`config.mk`:
```
export PLATFORM = sky130hd
export DESIGN_NAME = eth_udp_framer
export DESIGN_NICKNAME = d
export VERILOG_FILES = /design/src/rtl/eth_pkg.sv /design/src/rtl/inet_csum_acc.sv /design/src/rtl/eth_udp_framer.sv
export SDC_FILE = /design/constraint.sdc
export NUM_CORES = 1
export LEC_CHECK = 0
export ABC_AREA = 0
export CORE_ASPECT_RATIO = 0.75
export CORE_UTILIZATION = 50
export DETAILED_ROUTE_END_ITERATION = 8
export PLACE_DENSITY = 0.71
export SYNTH_ARGS = -nofsm -noshare
export SYNTH_HDL_FRONTEND = slang
export SYNTH_HIERARCHICAL = 1
export SYNTH_SLANG_ARGS = --single-unit
```
`constraint.sdc`:
```
create_clock -name clk -period 3.8 [get_ports clk]
set_clock_uncertainty 0.15 [all_clocks]
set_input_delay 0.76 -clock clk [delete_from_list [all_inputs] [get_ports clk]]
set_output_delay 0.76 -clock clk [all_outputs]
set_load 0.01 [all_outputs]
```
`src/rtl/eth_pkg.sv`:
```
// Shared constants, FSM state encoding and checksum fold helper for the framer.
// Latency: n/a (package only).
// Backpressure: n/a.
package eth_pkg;

  localparam logic [15:0] ETHERTYPE_IPV4 = 16'h0800;
  localparam logic [7:0]  IP_PROTO_UDP   = 8'h11;

  localparam int HDR_LEN      = 42;
  localparam int IP_HDR_OFS   = 14;
  localparam int UDP_HDR_OFS  = 34;
  localparam int IP_CSUM_OFS  = 24;
  localparam int UDP_CSUM_OFS = 40;

  typedef enum logic [2:0] {
    S_IDLE,
    S_WAIT,
    S_HDR,
    S_PAYLOAD,
    S_FOLD,
    S_PATCH,
    S_START
  } state_e;

  // One end-around-carry step: low half plus everything above bit 15.
  function automatic logic [31:0] csum_fold(input logic [31:0] s);
    return {16'h0000, s[15:0]} + {16'h0000, s[31:16]};
  endfunction

endpackage

```
`src/rtl/inet_csum_acc.sv`:
```
// Internet checksum accumulator: clear, add 16-bit words, fold, inverted result.
// Latency: add/fold take effect on the next clk; csum_o is combinational from the register.
// Backpressure: none; caller fully controls clr_i/add_i/fold_i.
//
// Ports: clk, rst_n (async, active-low); clr_i zeroes the sum; add_i adds word_i;
//        fold_i performs one carry fold (priority clr > fold > add); csum_o = ~sum[15:0].
module inet_csum_acc
  import eth_pkg::*;
#(
  parameter int W = 20
) (
  input  logic        clk,
  input  logic        rst_n,
  input  logic        clr_i,
  input  logic        add_i,
  input  logic [15:0] word_i,
  input  logic        fold_i,
  output logic [15:0] csum_o
);

  logic [W-1:0] acc_q, acc_d;

  always_comb begin
    acc_d = acc_q;
    if (clr_i) begin
      acc_d = '0;
    end else if (fold_i) begin
      acc_d = W'(csum_fold(32'(acc_q)));
    end else if (add_i) begin
      acc_d = acc_q + W'(word_i);
    end
  end

  always_ff @(posedge clk or negedge rst_n) begin
    if (!rst_n) acc_q <= '0;
    else        acc_q <= acc_d;
  end

  assign csum_o = ~acc_q[15:0];

endmodule

```
`src/rtl/eth_udp_framer.sv`:
```
// Builds one Ethernet/IPv4/UDP frame into the frame BRAM, patches checksums, then hands off via tx_start.
// Latency: header 42 clk, payload >= FRAME_LEN-42 clk, fold 2 + patch 2 (4 with UDP csum), then tx_start.
// Backpressure: pl_ready only in PAYLOAD; waits in WAIT while tx_busy so BRAM is never written under the transmitter.
//
// Ports: clk, rst_n; pl_data/pl_valid/pl_ready payload stream; tx_start level until tx_busy seen;
//        bram_wr_en/bram_wr_addr/bram_wr_data registered BRAM write port (addr/data hold when idle).
// Optional: define ETH_FRAMER_UDP_CSUM_EN to compute the UDP checksum (bytes 40-41) instead of sending 0.
module eth_udp_framer
  import eth_pkg::*;
#(
  parameter int          FRAME_LEN = 526,
  parameter logic [47:0] MAC_DST   = 48'hFFFFFFFFFFFF,
  parameter logic [47:0] MAC_SRC   = 48'h020000000001,
  parameter logic [31:0] IP_SRC    = 32'hC0A80001,
  parameter logic [31:0] IP_DST    = 32'hC0A800FF,
  parameter logic [15:0] UDP_SPORT = 16'd4000,
  parameter logic [15:0] UDP_DPORT = 16'd4000,
  parameter logic [7:0]  TTL       = 8'd64
) (
  input  logic       clk,
  input  logic       rst_n,
  input  logic [7:0] pl_data,
  input  logic       pl_valid,
  output logic       pl_ready,
  output logic       tx_start,
  input  logic       tx_busy,
  output logic       bram_wr_en,
  output logic [9:0] bram_wr_addr,
  output logic [7:0] bram_wr_data
);

  localparam logic [15:0] IP_LEN    = 16'(FRAME_LEN - IP_HDR_OFS);
  localparam logic [15:0] UDP_LEN   = 16'(FRAME_LEN - UDP_HDR_OFS);
  localparam logic [9:0]  LAST_ADDR = 10'(FRAME_LEN - 1);
`ifdef ETH_FRAMER_UDP_CSUM_EN
  localparam logic [1:0]  PATCH_LAST = 2'd3;
`else
  localparam logic [1:0]  PATCH_LAST = 2'd1;
`endif

  // Header template, byte 0 in the MSBs. Ident and both checksums are zero here;
  // ident is substituted at write time, checksums are patched afterwards.
  localparam logic [8*HDR_LEN-1:0] HDR_CONST = {
    MAC_DST, MAC_SRC, ETHERTYPE_IPV4,
    8'h45, 8'h00, IP_LEN, 16'h0000, 16'h4000, TTL, IP_PROTO_UDP, 16'h0000, IP_SRC, IP_DST,
    UDP_SPORT, UDP_DPORT, UDP_LEN, 16'h0000
  };

  state_e      state_q, state_d;
  logic [9:0]  cnt_q, cnt_d;
  logic [1:0]  sub_q, sub_d;
  logic [15:0] ident_q, ident_d;
  logic        tx_start_q, tx_start_d;
  logic        wr_en_q, wr_en_d;
  logic [9:0]  wr_addr_q, wr_addr_d;
  logic [7:0]  wr_data_q, wr_data_d;

  logic [5:0]  hdr_idx;
  logic [7:0]  hdr_b;
  logic        acc_clr, acc_fold, ip_add;
  logic [15:0] ip_word, ip_csum;

  assign hdr_idx = 6'(HDR_LEN - 1) - cnt_q[5:0];

  always_comb begin
    hdr_b = HDR_CONST[{hdr_idx, 3'b000} +: 8];
    if (cnt_q[5:0] == 6'(IP_HDR_OFS + 4))      hdr_b = ident_q[15:8];
    else if (cnt_q[5:0] == 6'(IP_HDR_OFS + 5)) hdr_b = ident_q[7:0];
  end

  // wr_data_q still holds the byte written at cnt_q-1, i.e. the high byte of the word.
  assign ip_word = {wr_data_q, hdr_b};

  inet_csum_acc #(.W(20)) u_ip_csum (
    .clk(clk), .rst_n(rst_n), .clr_i(acc_clr), .add_i(ip_add),
    .word_i(ip_word), .fold_i(acc_fold), .csum_o(ip_csum)
  );

`ifdef ETH_FRAMER_UDP_CSUM_EN
  logic        udp_add;
  logic [15:0] udp_word, udp_csum, udp_tx;

  inet_csum_acc #(.W(32)) u_udp_csum (
    .clk(clk), .rst_n(rst_n), .clr_i(acc_clr), .add_i(udp_add),
    .word_i(udp_word), .fold_i(acc_fold), .csum_o(udp_csum)
  );

  assign udp_tx = (udp_csum == 16'h0000) ? 16'hFFFF : udp_csum;
`endif

  always_comb begin
    state_d   = state_q;
    cnt_d     = cnt_q;
    sub_d     = sub_q;
    ident_d   = ident_q;
    wr_en_d   = 1'b0;
    wr_addr_d = wr_addr_q;
    wr_data_d = wr_data_q;
    acc_clr   = 1'b0;
    acc_fold  = 1'b0;
    ip_add    = 1'b0;
`ifdef ETH_FRAMER_UDP_CSUM_EN
    udp_add   = 1'b0;
    udp_word  = ip_word;
`endif
    case (state_q)
      S_IDLE: if (pl_valid) state_d = S_WAIT;
      S_WAIT: if (!tx_busy) begin
        state_d = S_HDR;
        cnt_d   = '0;
        acc_clr = 1'b1;
      end
      S_HDR: begin
        wr_en_d   = 1'b1;
        wr_addr_d = cnt_q;
        wr_data_d = hdr_b;
        cnt_d     = cnt_q + 10'd1;
        if (cnt_q[0] && cnt_q >= 10'(IP_HDR_OFS + 1) && cnt_q <= 10'(UDP_HDR_OFS - 1)) ip_add = 1'b1;
`ifdef ETH_FRAMER_UDP_CSUM_EN
        // Odd addresses 25..41: IP addresses and UDP header come from the stream; the two
        // zero checksum words are replaced by the pseudo-header length and protocol.
        if (cnt_q[0] && cnt_q >= 10'(IP_CSUM_OFS + 1)) begin
          udp_add = 1'b1;
          if (cnt_q == 10'(IP_CSUM_OFS + 1))       udp_word = UDP_LEN;
          else if (cnt_q == 10'(UDP_CSUM_OFS + 1)) udp_word = {8'h00, IP_PROTO_UDP};
        end
`endif
        if (cnt_q == 10'(HDR_LEN - 1)) state_d = S_PAYLOAD;
      end
      S_PAYLOAD: if (pl_valid) begin
        wr_en_d   = 1'b1;
        wr_addr_d = cnt_q;
        wr_data_d = pl_data;
        cnt_d     = cnt_q + 10'd1;
`ifdef ETH_FRAMER_UDP_CSUM_EN
        if (cnt_q[0]) begin
          udp_add  = 1'b1;
          udp_word = {wr_data_q, pl_data};
        end else if (cnt_q == LAST_ADDR) begin
          udp_add  = 1'b1;
          udp_word = {pl_data, 8'h00};
        end
`endif
        if (cnt_q == LAST_ADDR) begin
          state_d = S_FOLD;
          sub_d   = 2'd0;
        end
      end
      S_FOLD: begin
        acc_fold = 1'b1;
        sub_d    = sub_q + 2'd1;
        if (sub_q == 2'd1) begin
          state_d = S_PATCH;
          sub_d   = 2'd0;
        end
      end
      S_PATCH: begin
        wr_en_d = 1'b1;
        case (sub_q)
          2'd0: begin wr_addr_d = 10'(IP_CSUM_OFS);      wr_data_d = ip_csum[15:8]; end
          2'd1: begin wr_addr_d = 10'(IP_CSUM_OFS + 1);  wr_data_d = ip_csum[7:0];  end
`ifdef ETH_FRAMER_UDP_CSUM_EN
          2'd2: begin wr_addr_d = 10'(UDP_CSUM_OFS);     wr_data_d = udp_tx[15:8];  end
          2'd3: begin wr_addr_d = 10'(UDP_CSUM_OFS + 1); wr_data_d = udp_tx[7:0];   end
`endif
          default: ;
        endcase
        if (sub_q == PATCH_LAST) state_d = S_START;
        else                     sub_d   = sub_q + 2'd1;
      end
      S_START: if (tx_busy) begin
        state_d = S_IDLE;
        ident_d = ident_q + 16'd1;
      end
      default: state_d = S_IDLE;
    endcase
    tx_start_d = (state_d == S_START);
  end

  always_ff @(posedge clk or negedge rst_n) begin
    if (!rst_n) begin
      state_q    <= S_IDLE;
      cnt_q      <= '0;
      sub_q      <= '0;
      ident_q    <= '0;
      tx_start_q <= 1'b0;
      wr_en_q    <= 1'b0;
      wr_addr_q  <= '0;
      wr_data_q  <= '0;
    end else begin
      state_q    <= state_d;
      cnt_q      <= cnt_d;
      sub_q      <= sub_d;
      ident_q    <= ident_d;
      tx_start_q <= tx_start_d;
      wr_en_q    <= wr_en_d;
      wr_addr_q  <= wr_addr_d;
      wr_data_q  <= wr_data_d;
    end
  end

  assign pl_ready     = (state_q == S_PAYLOAD);
  assign tx_start     = tx_start_q;
  assign bram_wr_en   = wr_en_q;
  assign bram_wr_addr = wr_addr_q;
  assign bram_wr_data = wr_data_q;

endmodule

```
==> results.tsv, run 1 <==
stage	metric	value	unit
outcome	status	finished, violations left	
outcome	violations	negative setup slack	
finish	insertedDiodeCount	0	
die	initial_utilization	51.3	%
global_routing	grt_usage	32.2	%
finish	drive_above_1_share	23.7	%
detailed_routing	wl	18500	um
power	cellPowerDensity	1180	nW/um2
critical_path	critPathCaptureType	flop	
global_routing	antenna_found_initial	0	
clock_tree	cts.sinks	71	
critical_path	cpLargestDelayFamily	compound AO/OA/AOI/OAI gates	
die	io_pins	33	
flow_run	drv_cap	0	
synth	synth_flop_cell	dfrtp_1	
critical_path	rr_worst_depth	15	
critical_path	crit_chain	inv_4 > ha_4 > buf_12 > xnor2_4 > mux2i_1 > o21bai_4 > nand4_1 > ha_2 > fa_2 > a21o_1 > a221o_1 > a311o_1 > o31a_1 > xnor2_1 > nor3_1	
hold_path	hp-start	bram_wr_addr[8]$_DFFE_PN0P_	
die	die_x	124	um
power	power.share.clock	10.7	%
global_routing	globalRoute.totalOverflow	0	
critical_path	crit_fanout	7	
clock_tree	cts_tree	done	
critical_path	slowest_delay	0.42	ns
hold_path	worst_hold_path_type	flop to flop	
synth	yosysSeqAreaShare	31.8	%
synth	synth_enable_flop_cells	0	
power	power_frac_comb	74.9	%
power	p_switching	3.92	mW
critical_path	arrival	4.12	ns
sta	final.min_clock_period	4.01	ns
detailed_routing	vias	5817	
synth	synth_cells	661	
detailed_routing	drc	0	
place	dp_hpwl	13100	um
die	core_area	10900	um2
place	io_buffer_count	32	
critical_path	regToRegSetupSlack	-0.21	ns
detailed_routing	avgViaCountPerCell	6.33	
synth	netlist_area	5590	um2
critical_path	reg2reg_to	u_ip_csum/acc_q[18]$_DFFE_PN0P_	
sta	slew_viol_final	0	
critical_path	cp_num_buf_inv	2	
synth	syn-num-nets	707	
place	gp_congestion	0.987	
global_routing	grt_pass1_wl	28000	um
finish	layout.nets	820	
die	die_area	11600	um2
power	netSwitchingFraction	44.9	%
synth	ys_ff_latch	71	
power	ir_worst_vdd	0.000599	V
power	leakage	3.25	nW
clock_tree	cts-root-buf	clkbuf_16	
critical_path	start_kind	flop	
sta	rsz0062_at_grt	yes	
clock_tree	numCtsBuffers	9	
power	sequentialPowerShare	14.4	%
sta	hold_viol_final	0	
hold_path	hold_end	bram_wr_addr[8]$_DFFE_PN0P_	
synth	async_reset_ff_share	100	%
finish	fin_util	68.2	%
sta	post-route-period-util	106	%
sta	finalSetupTns	-0.868	ns
global_routing	grt_max_degree	39	
finish	area_growth	33.0	%
sta	max_freq	0.249	GHz
clock_tree	cts_max_path_buffers	2	
detailed_routing	dr.pass1.iters	5	
clock_tree	htree_num_levels	3	
sta	timing.final.ws_setup	-0.215	ns
die	rows	33	
detailed_routing	antenna_left	0	
critical_path	worst_r2r_startpoint	cnt_q[1]$_DFFE_PN0P_	
detailed_routing	drt_iter0_drc	613	
clock_tree	clock_latency	0.34	ns
die	die_y	93.6	um
power	intPower	4.81	mW
sta	tightest_slew	0.899	ns
synth	ys_warn_count	6	
sta	relSlewSlack	39.6	%
critical_path	cp_slowest_cell	dfrtp_2	
hold_path	whs_path_depth	2	
clock_tree	ctsHoldBuffers	0	
critical_path	cp.required	3.91	ns
critical_path	path_class	flop to flop	
detailed_routing	wl_per_cell	20.1	um
clock_tree	path_clk_slew	0.07	ns
synth	yosysUniqueCellTypes	80	
sta	setup_viol	8	
global_routing	grt_pass1_vias	5321	
synth	syn_avg_cell_area	8.45	um2
finish	nFillCells	818	
per-layer routing:
| layer | routed length (um) | GRT usage [%] | part of all wire [%] | vias up |
|---|---|---|---|---|
| li1 | - | - | - | 2629 |
| met1 | 8350 | 47.5 | 45 | 2873 |
| met2 | 7970 | 44.9 | 43 | 287 |
| met3 | 1850 | 9.33 | 10 | 28 |
| met4 | 305 | 9.52 | 1.7 | 0 |
| met5 | 0 | 0 | 0 | - |
repair_timing:
item                       CTS  global route
cloned                       0             0
setup buffers               22             9
resized for setup           16            53
pin swaps                   13            23
setup endpoints to repair    9            17
cells in the mapped netlist (all sizes together) (8+ instances only):
library cell,count,share of area [%]
a31oi,12,1.3
dfrtp,71,32
and2,8,0.92
mux2i,16,2.9
nor2b,8,0.90
ha,32,7.2
nor3,20,1.8
a211oi,10,1.4
clkbuf,20,1.3
o21ai,45,4.2
xor2,14,2.3
and4,9,1.4
buf,14,1.5
inv,31,2.1
a21o,11,1.5
nor2,66,4.4
nand2,66,4.4
xnor2,30,5.0
nand3,20,1.8
a21oi,42,3.8
nand4,13,1.5
power by group through the flow:
stage / Clock (mW) / Combinational, mW / Sequential [mW]
finish: 0.936 / 6.55 / 1.25
global route: 0.977 / 6.96 / 1.28
CTS: 0.946 / 5.51 / 1.24
detailed placement: 0 / 4.87 / 1.25
global placement: 0 / 4.80 / 1.24
floorplan: 0 / 3.00 / 1.17
worst register-to-register path, stage by stage, from the launching register on:
cell and delay, ns:
dfrtp_2 0.42, inv_4 0.06, ha_4 0.17, buf_12 0.13, xnor2_4 0.26, mux2i_1 0.26, o21bai_4 0.18, nand4_1 0.17
ha_2 0.23, fa_2 0.35, a21o_1 0.22, a221o_1 0.35, a311o_1 0.38, o31a_1 0.34, xnor2_1 0.12, nor3_1 0.13
logic make-up after synthesis:
| group | share of synthesized area (%) |
|---|---|
| simple gates | 21.5 |
| fa+ha+maj | 7.88 |
| xor+xnor | 7.30 |
| flops | 31.8 |
| buf+inv | 4.97 |
| mux | 4.48 |
| compound gates | 22.1 |
how the worst max path moves through the flow:
stage / startpoint / endpoint / slack [ns] / cells past startpoint
global placement: cnt_q[1]$_DFFE_PN0P_ / u_ip_csum/acc_q[18]$_DFFE_PN0P_ / -0.15 / 14
finish: cnt_q[1]$_DFFE_PN0P_ / u_ip_csum/acc_q[18]$_DFFE_PN0P_ / -0.21 / 15
global route: cnt_q[1]$_DFFE_PN0P_ / u_ip_csum/acc_q[18]$_DFFE_PN0P_ / -0.35 / 15
detailed placement: cnt_q[1]$_DFFE_PN0P_ / u_ip_csum/acc_q[18]$_DFFE_PN0P_ / -0.24 / 14
CTS: cnt_q[1]$_DFFE_PN0P_ / u_ip_csum/acc_q[18]$_DFFE_PN0P_ / -0.13 / 15
floorplan: cnt_q[2]$_DFFE_PN0P_ / u_ip_csum/acc_q[18]$_DFFE_PN0P_ / 0.03 / 15
area by class of cell:
cell class                      count  area (um2)  area share, %
Clock inverter                      6        93.8           1.26
Timing Repair Buffer              136        1190           16.0
Inverter                           32         126           1.70
Multi-Input combinational cell    524        3840           51.7
Clock buffer                       10         229           3.08
Tap cell                          140         175           2.36
Sequential cell                    71        1780           23.9
cells in the final DEF, fill, tap and decap left out, drive strengths merged, types with 3 or more instances in the layout:
cell             n
nand4           13
o311ai           4
nor3            20
nor2            66
o21ai           45
nor3b            6
xnor2           30
and3             6
and2             8
o211a            3
nand2b           7
o221ai           6
nand3           20
mux2i           16
xor2            14
nand2           66
a21oi           42
ha              32
nor2b            8
inv             32
a211oi          10
and4             9
mux2             6
clkinv           3
a21o            11
o31ai            3
buf            105
a31oi           12
o2111ai          3
o22ai            6
clkdlybuf4s50   31
dfrtp           71
or3              6
clkbuf          10
o211ai           6
sequential cells by signal, indices dropped and copies added, names as in the netlist:
| signal | cells |
|---|---|
| ident_q | 16 |
| u_ip_csum/acc_q | 20 |
| cnt_q | 10 |
| bram_wr_en | 1 |
| tx_start | 1 |
| bram_wr_data | 8 |
| bram_wr_addr | 10 |
| sub_q | 2 |
| state_q | 3 |
per-stage QoR:
stage          hold WS (ns)  worst slack, ns  power, mW  area (um2)  std cells
2_1_floorplan         0.296           0.0262       4.18        5620        661
3_3_place_gp          0.312           -0.147       6.04        6550        874
3_5_place_dp          0.323           -0.236       6.12        6550        874
4_1_cts               0.337           -0.135       7.70        7120        912
5_1_grt               0.357           -0.345       9.22        7430        919
6_report              0.329           -0.215       8.74        7430        919
Note: power is estimated with default switching activity, not from simulation.
==> run 2: changes to the inputs <==
CORE_MARGIN = 8   (was unset)
CORE_UTILIZATION = 40   (was 50)
PLACE_DENSITY = unset   (was 0.71)
==> run 2 against run 1 <==
  * The flow still finishes with violations (negative setup slack)
  * Critical endpoint unchanged
  * Sequential share of layout area shrank 0.29 points
  * Clock-buffer cell count shrank 1
  * Non-clock buffer count grew 4
  * First-iteration DRC count shrank 3.9%
  * Total power shrank 2.0%
  * Flip-flop and latch count is the same
  * Clock power grew 0.9%
  * Die area grew 55%
==> results.tsv, run 2 (synthesis results as in run 1) <==
stage	metric	value	unit
outcome	status	finished, violations left	
outcome	violations	negative setup slack	
sta	relSlewSlack	37.4	%
critical_path	cp.required	3.90	ns
detailed_routing	avgViaCountPerCell	5.85	
critical_path	arrival	4.04	ns
finish	reg_top3	u_ip_csum/acc_q x20, ident_q x16	
hold_path	hp-start	bram_wr_addr[6]$_DFFE_PN0P_	
finish	instances_no_fill	958	
detailed_routing	drc	0	
die	io_pins	33	
global_routing	grt_pass1_vias	5419	
place	gp_congestion	0.947	
die	rows	37	
critical_path	start_kind	flop	
sta	tightest_slew	0.939	ns
finish	layout.nets	824	
die	die_area	18000	um2
clock_tree	cts.sinks	71	
finish	multi_input_area	3900	um2
place	io_buffer_count	32	
finish	seq_area	1780	um2
detailed_routing	drt_iter0_drc	589	
critical_path	worst_r2r_startpoint	cnt_q[1]$_DFFE_PN0P_	
power	ir_worst_vdd	0.000579	V
detailed_routing	wl	18900	um
power	power.total	8.56	mW
finish	most-common-layout-cells	101 x buf_4, 69 x dfrtp_1, 66 x nor2_1	
hold_path	worst_hold_path_type	flop to flop	
sta	post-route-period-util	104	%
finish	largest-register	u_ip_csum/acc_q	
detailed_routing	antenna_left	0	
global_routing	grt_max_degree	72	
finish	layout_commonest_cell	buf_4	
place	dp.cells	915	
clock_tree	clock_latency	0.34	ns
critical_path	path_class	flop to flop	
clock_tree	numCtsBuffers	9	
clock_tree	path_clk_slew	0.06	ns
sta	timing.final.ws_setup	-0.140	ns
clock_tree	cts-root-buf	clkbuf_16	
finish	area_growth	34.7	%
finish	nFillCells	1213	
finish	insertedDiodeCount	0	
critical_path	cp_slowest_cell	dfrtp_2	
critical_path	startpoint	cnt_q[1]$_DFFE_PN0P_	
sta	rsz0062_at_grt	yes	
critical_path	critPathCaptureType	flop	
die	die_x	152	um
die	core_area	13700	um2
critical_path	crit_chain	buf_6 > ha_2 > nor3b_1 > o21ai_0 > o211a_1 > o311ai_2 > nand4_1 > ha_2 > fa_2 > a21o_1 > a221o_1 > a311o_2 > o31a_1 > xnor2_1 > nor3_1	
global_routing	grt_usage	20.5	%
die	initial_utilization	40.8	%
sta	slew_viol_final	0	
power	cellPowerDensity	1140	nW/um2
sta	final.min_clock_period	3.94	ns
sta	max_freq	0.254	GHz
sta	setup_viol	5	
power	leakage	3.28	nW
clock_tree	htree_num_levels	3	
global_routing	grt_pass1_wl	29700	um
critical_path	crit_fanout	9	
critical_path	rr_worst_depth	15	
clock_tree	cts_max_path_buffers	2	
finish	drive_above_1_share	26.3	%
critical_path	path_common_cell	ha_2	
sta	fin_hold_ws	0.329	ns
critical_path	slowest_delay	0.39	ns
global_routing	antenna_found_initial	0	
finish	largest_reg_flops	20	
sta	finalSetupTns	-0.448	ns
detailed_routing	dr.pass1.iters	5	
place	dp_hpwl	14000	um
hold_path	whs_path_depth	2	
flow_run	drv_cap	0	
detailed_routing	vias	5604	
detailed_routing	wl_per_cell	19.7	um
clock_tree	cts_tree	done	
sta	hold_viol_final	0	
die	die_y	118	um
global_routing	globalRoute.totalOverflow	0	
run 2: cell types whose count changed in the layout (fill, tap and decap cells not counted), sizes merged:
cell	before	now
clkbuf	10	9
buf	105	109
inv	32	34
clkinvlp	1	0
run 2: cell type report:
type / count / area share [%]
inverters: 32 / 1.68
repair buffers: 140 / 15.6
multi-input cells: 524 / 51.8
flip-flops and latches: 71 / 23.6
clock buffers: 9 / 2.99
well taps: 175 / 2.91
clock inverters: 7 / 1.33
run 2: final timing paths:
check	end	slack [ns]
max in group asynchronous	cnt_q[3]$_DFFE_PN0P_	2.45
min	bram_wr_addr[6]$_DFFE_PN0P_	0.33
max reg2reg	u_ip_csum/acc_q[18]$_DFFE_PN0P_	-0.14
min in group asynchronous	ident_q[0]$_DFFE_PN0P_	0.40
min reg2reg	bram_wr_addr[6]$_DFFE_PN0P_	0.33
max	u_ip_csum/acc_q[18]$_DFFE_PN0P_	-0.14
run 2: layer usage:
layer,vias up,global-route usage [%],routed length [um]
li1,2641,-,-
met3,42,6.84,1750
met1,2673,29.8,9060
met2,248,27.5,7660
met5,-,0,0
met4,0,6.97,408
run 2: critical path, delay by kind of cell (launching register included):
kind	cells	cell delay [ns]
buf+inv	1	0.12
xor+xnor	1	0.12
simple gates	3	0.59
fa+ha+maj	3	0.91
flops	1	0.39
compound gates	7	1.56
run 2: power by group:
group | total (mW) | internal (mW) | switching [mW] | leakage (nW)
sequential | 1.26 | 0.976 | 0.286 | 0.910
combinational | 6.36 | 3.14 | 3.21 | 2.21
clock | 0.944 | 0.582 | 0.362 | 0.161
total | 8.56 | 4.70 | 3.86 | 3.28
run 2: through the flow:
stage	instance area [um2]	util, %	worst slack, ns
6_report	7530	54.9	-0.140
5_1_grt	7530	54.9	-0.246
4_1_cts	7200	52.5	-0.0942
3_5_place_dp	6620	48.3	-0.256
3_3_place_gp	6620	48.3	-0.210
2_1_floorplan	5620	-	0.0262
run 2: repair_timing:
| action | CTS | global route |
|---|---|---|
| hold buffers | 0 | 0 |
| setup endpoints to repair | 7 | 16 |
| gates resized for setup | 27 | 51 |
| endpoints found under the hold margin | 0 | 0 |
| buffers inserted | 20 | 7 |
| pin swaps | 23 | 18 |
==> run 3: changes to the inputs <==
SETUP_SLACK_MARGIN = 0.05   (was unset)
==> run 3 against run 2 <==
  * The flow still finishes with violations (negative setup slack)
  * Clock power barely moved
  * Routed wire length shrank 5.1%
  * Hold slack better by 0.0017 ns
  * Non-clock buffer count fell by 33
  * Via count decreased by 3.8%
  * Critical path depth unchanged
  * Largest cell class unchanged
==> results.tsv, run 3 (synthesis results as in run 1) <==
stage	metric	value	unit
clock_tree	path_clk_slew	0.07	ns
die	rows	37	
die	initial_utilization	40.8	%
global_routing	grt_pass1_vias	5150	
clock_tree	cts-root-buf	clkbuf_16	
detailed_routing	avgViaCountPerCell	5.83	
sta	fin_hold_ws	0.331	ns
die	die_area	18000	um2
clock_tree	ctsHoldBuffers	0	
detailed_routing	drt_iter0_drc	481	
critical_path	cp.required	3.87	ns
clock_tree	clock_latency	0.35	ns
global_routing	grt_pass1_wl	28500	um
sta	post-route-period-util	101	%
critical_path	arrival	3.92	ns
die	die_x	152	um
finish	most-common-layout-cells	74 x buf_4, 69 x dfrtp_1, 66 x nor2_1	
global_routing	grt_usage	19.8	%
place	io_buffer_count	32	
critical_path	path_class	flop to flop	
sta	max_freq	0.260	GHz
outcome	violations	negative setup slack	
outcome	status	finished, violations left	
power	cellPowerDensity	1080	nW/um2
power	leakage	3.06	nW
global_routing	antenna_found_initial	0	
detailed_routing	antenna_left	0	
detailed_routing	wl_per_cell	19.4	um
power	power.total	7.66	mW
die	die_y	118	um
sta	finalSetupTns	-0.108	ns
finish	fin_util	51.8	%
finish	layout.nets	791	
critical_path	start_kind	flop	
clock_tree	cts_tree	done	
die	io_pins	33	
hold_path	worst_hold_path_type	flop to flop	
critical_path	crit_fanout	5	
sta	setup_viol	3	
place	dp_hpwl	13500	um
global_routing	globalRoute.totalOverflow	0	
flow_run	drv_cap	0	
finish	area_growth	27.0	%
global_routing	grt_max_degree	72	
finish	largest_reg_flops	20	
place	gp_congestion	0.975	
power	ir_worst_vdd	0.000370	V
clock_tree	htree_num_levels	3	
sta	slew_viol_final	0	
finish	insertedDiodeCount	0	
die	core_area	13700	um2
detailed_routing	wl	17900	um
sta	rsz0062_at_grt	yes	
sta	timing.final.ws_setup	-0.0478	ns
finish	layout_commonest_cell	buf_4	
detailed_routing	dr.pass1.iters	5	
finish	largest-register	u_ip_csum/acc_q	
clock_tree	cts_max_path_buffers	2	
critical_path	critPathCaptureType	flop	
sta	hold_viol_final	0	
sta	tightest_slew	0.959	ns
finish	reg_top3	u_ip_csum/acc_q x20, ident_q x16	
detailed_routing	drc	0	
clock_tree	cts.sinks	71	
detailed_routing	vias	5390	
sta	relSlewSlack	36.1	%
clock_tree	numCtsBuffers	9	
sta	final.min_clock_period	3.85	ns
finish	drive_above_1_share	20.1	%
## run 3: changes by cell type in the layout (fill, tap and decap cells not counted), sizes merged
cell / change
buf: -33
clkbuf: +1
clkinv: -1
clkinvlp: +2
inv: -2
## run 3: worst paths after layout
check / startpoint / end / slack (ns) / cells after the start
worst max-delay path: cnt_q[1]$_DFFE_PN0P_ / u_ip_csum/acc_q[14]$_DFFE_PN0P_ / -0.05 / 15
worst min-delay path: bram_wr_addr[6]$_DFFE_PN0P_ / bram_wr_addr[6]$_DFFE_PN0P_ / 0.33 / 2
worst max register to register: cnt_q[1]$_DFFE_PN0P_ / u_ip_csum/acc_q[14]$_DFFE_PN0P_ / -0.05 / 15
worst min register to register: bram_wr_addr[6]$_DFFE_PN0P_ / bram_wr_addr[6]$_DFFE_PN0P_ / 0.33 / 2
max in group asynchronous: rst_n / cnt_q[3]$_DFFE_PN0P_ / 2.40 / 1
min in group asynchronous: rst_n / ident_q[1]$_DFFE_PN0P_ / 0.39 / 1
## run 3: area by class of cell
type / instances / area, um2
multi-input combinational: 524 / 3750
clock inverter: 6 / 92.6
clock buffer: 10 / 229
sequential: 71 / 1780
timing repair buffer: 107 / 897
fill: 1291 / 6610
inverter: 32 / 126
tap: 175 / 219
## run 3: routing by layer
metal	up-vias	track usage, %	wire (um)
met3	25	5.31	1610
met2	228	27.4	7190
met5	-	0	0
met1	2577	28.7	8790
li1	2560	-	-
met4	0	6.78	325
## run 3: worst max-delay path: stages (launching register included)
cell      delay, ns
dfrtp_2        0.43
inv_4          0.07
ha_4           0.20
and3b_1        0.20
o311a_4        0.37
o21bai_4       0.17
nand4_1        0.16
ha_2           0.24
fa_2           0.34
a21o_1         0.18
a221o_1        0.33
a311o_1        0.31
buf_6          0.15
o21ai_4        0.12
mux2i_1        0.25
a211oi_2       0.05
## run 3: report_power, final
group | switching (mW) | total (mW) | internal, mW
logic | 2.85 | 5.47 | 2.62
clock network | 0.363 | 0.942 | 0.579
registers | 0.275 | 1.25 | 0.976
total | 3.49 | 7.66 | 4.18
## run 3: what timing repair did
item / CTS / global route
buffers inserted: 7 / 5
pin swaps: 12 / 20
gates resized for setup: 15 / 26
setup endpoints to repair: 10 / 13
## run 3: stage by stage
stage / cell area (um2) / cells / worst slack [ns]
after floorplan: 5660 / 661 / 0.0799
after global placement: 6530 / 897 / -0.125
after detailed placement: 6530 / 897 / -0.162
after CTS: 6980 / 920 / -0.177
after global routing: 7100 / 925 / -0.172
final: 7100 / 925 / -0.0478
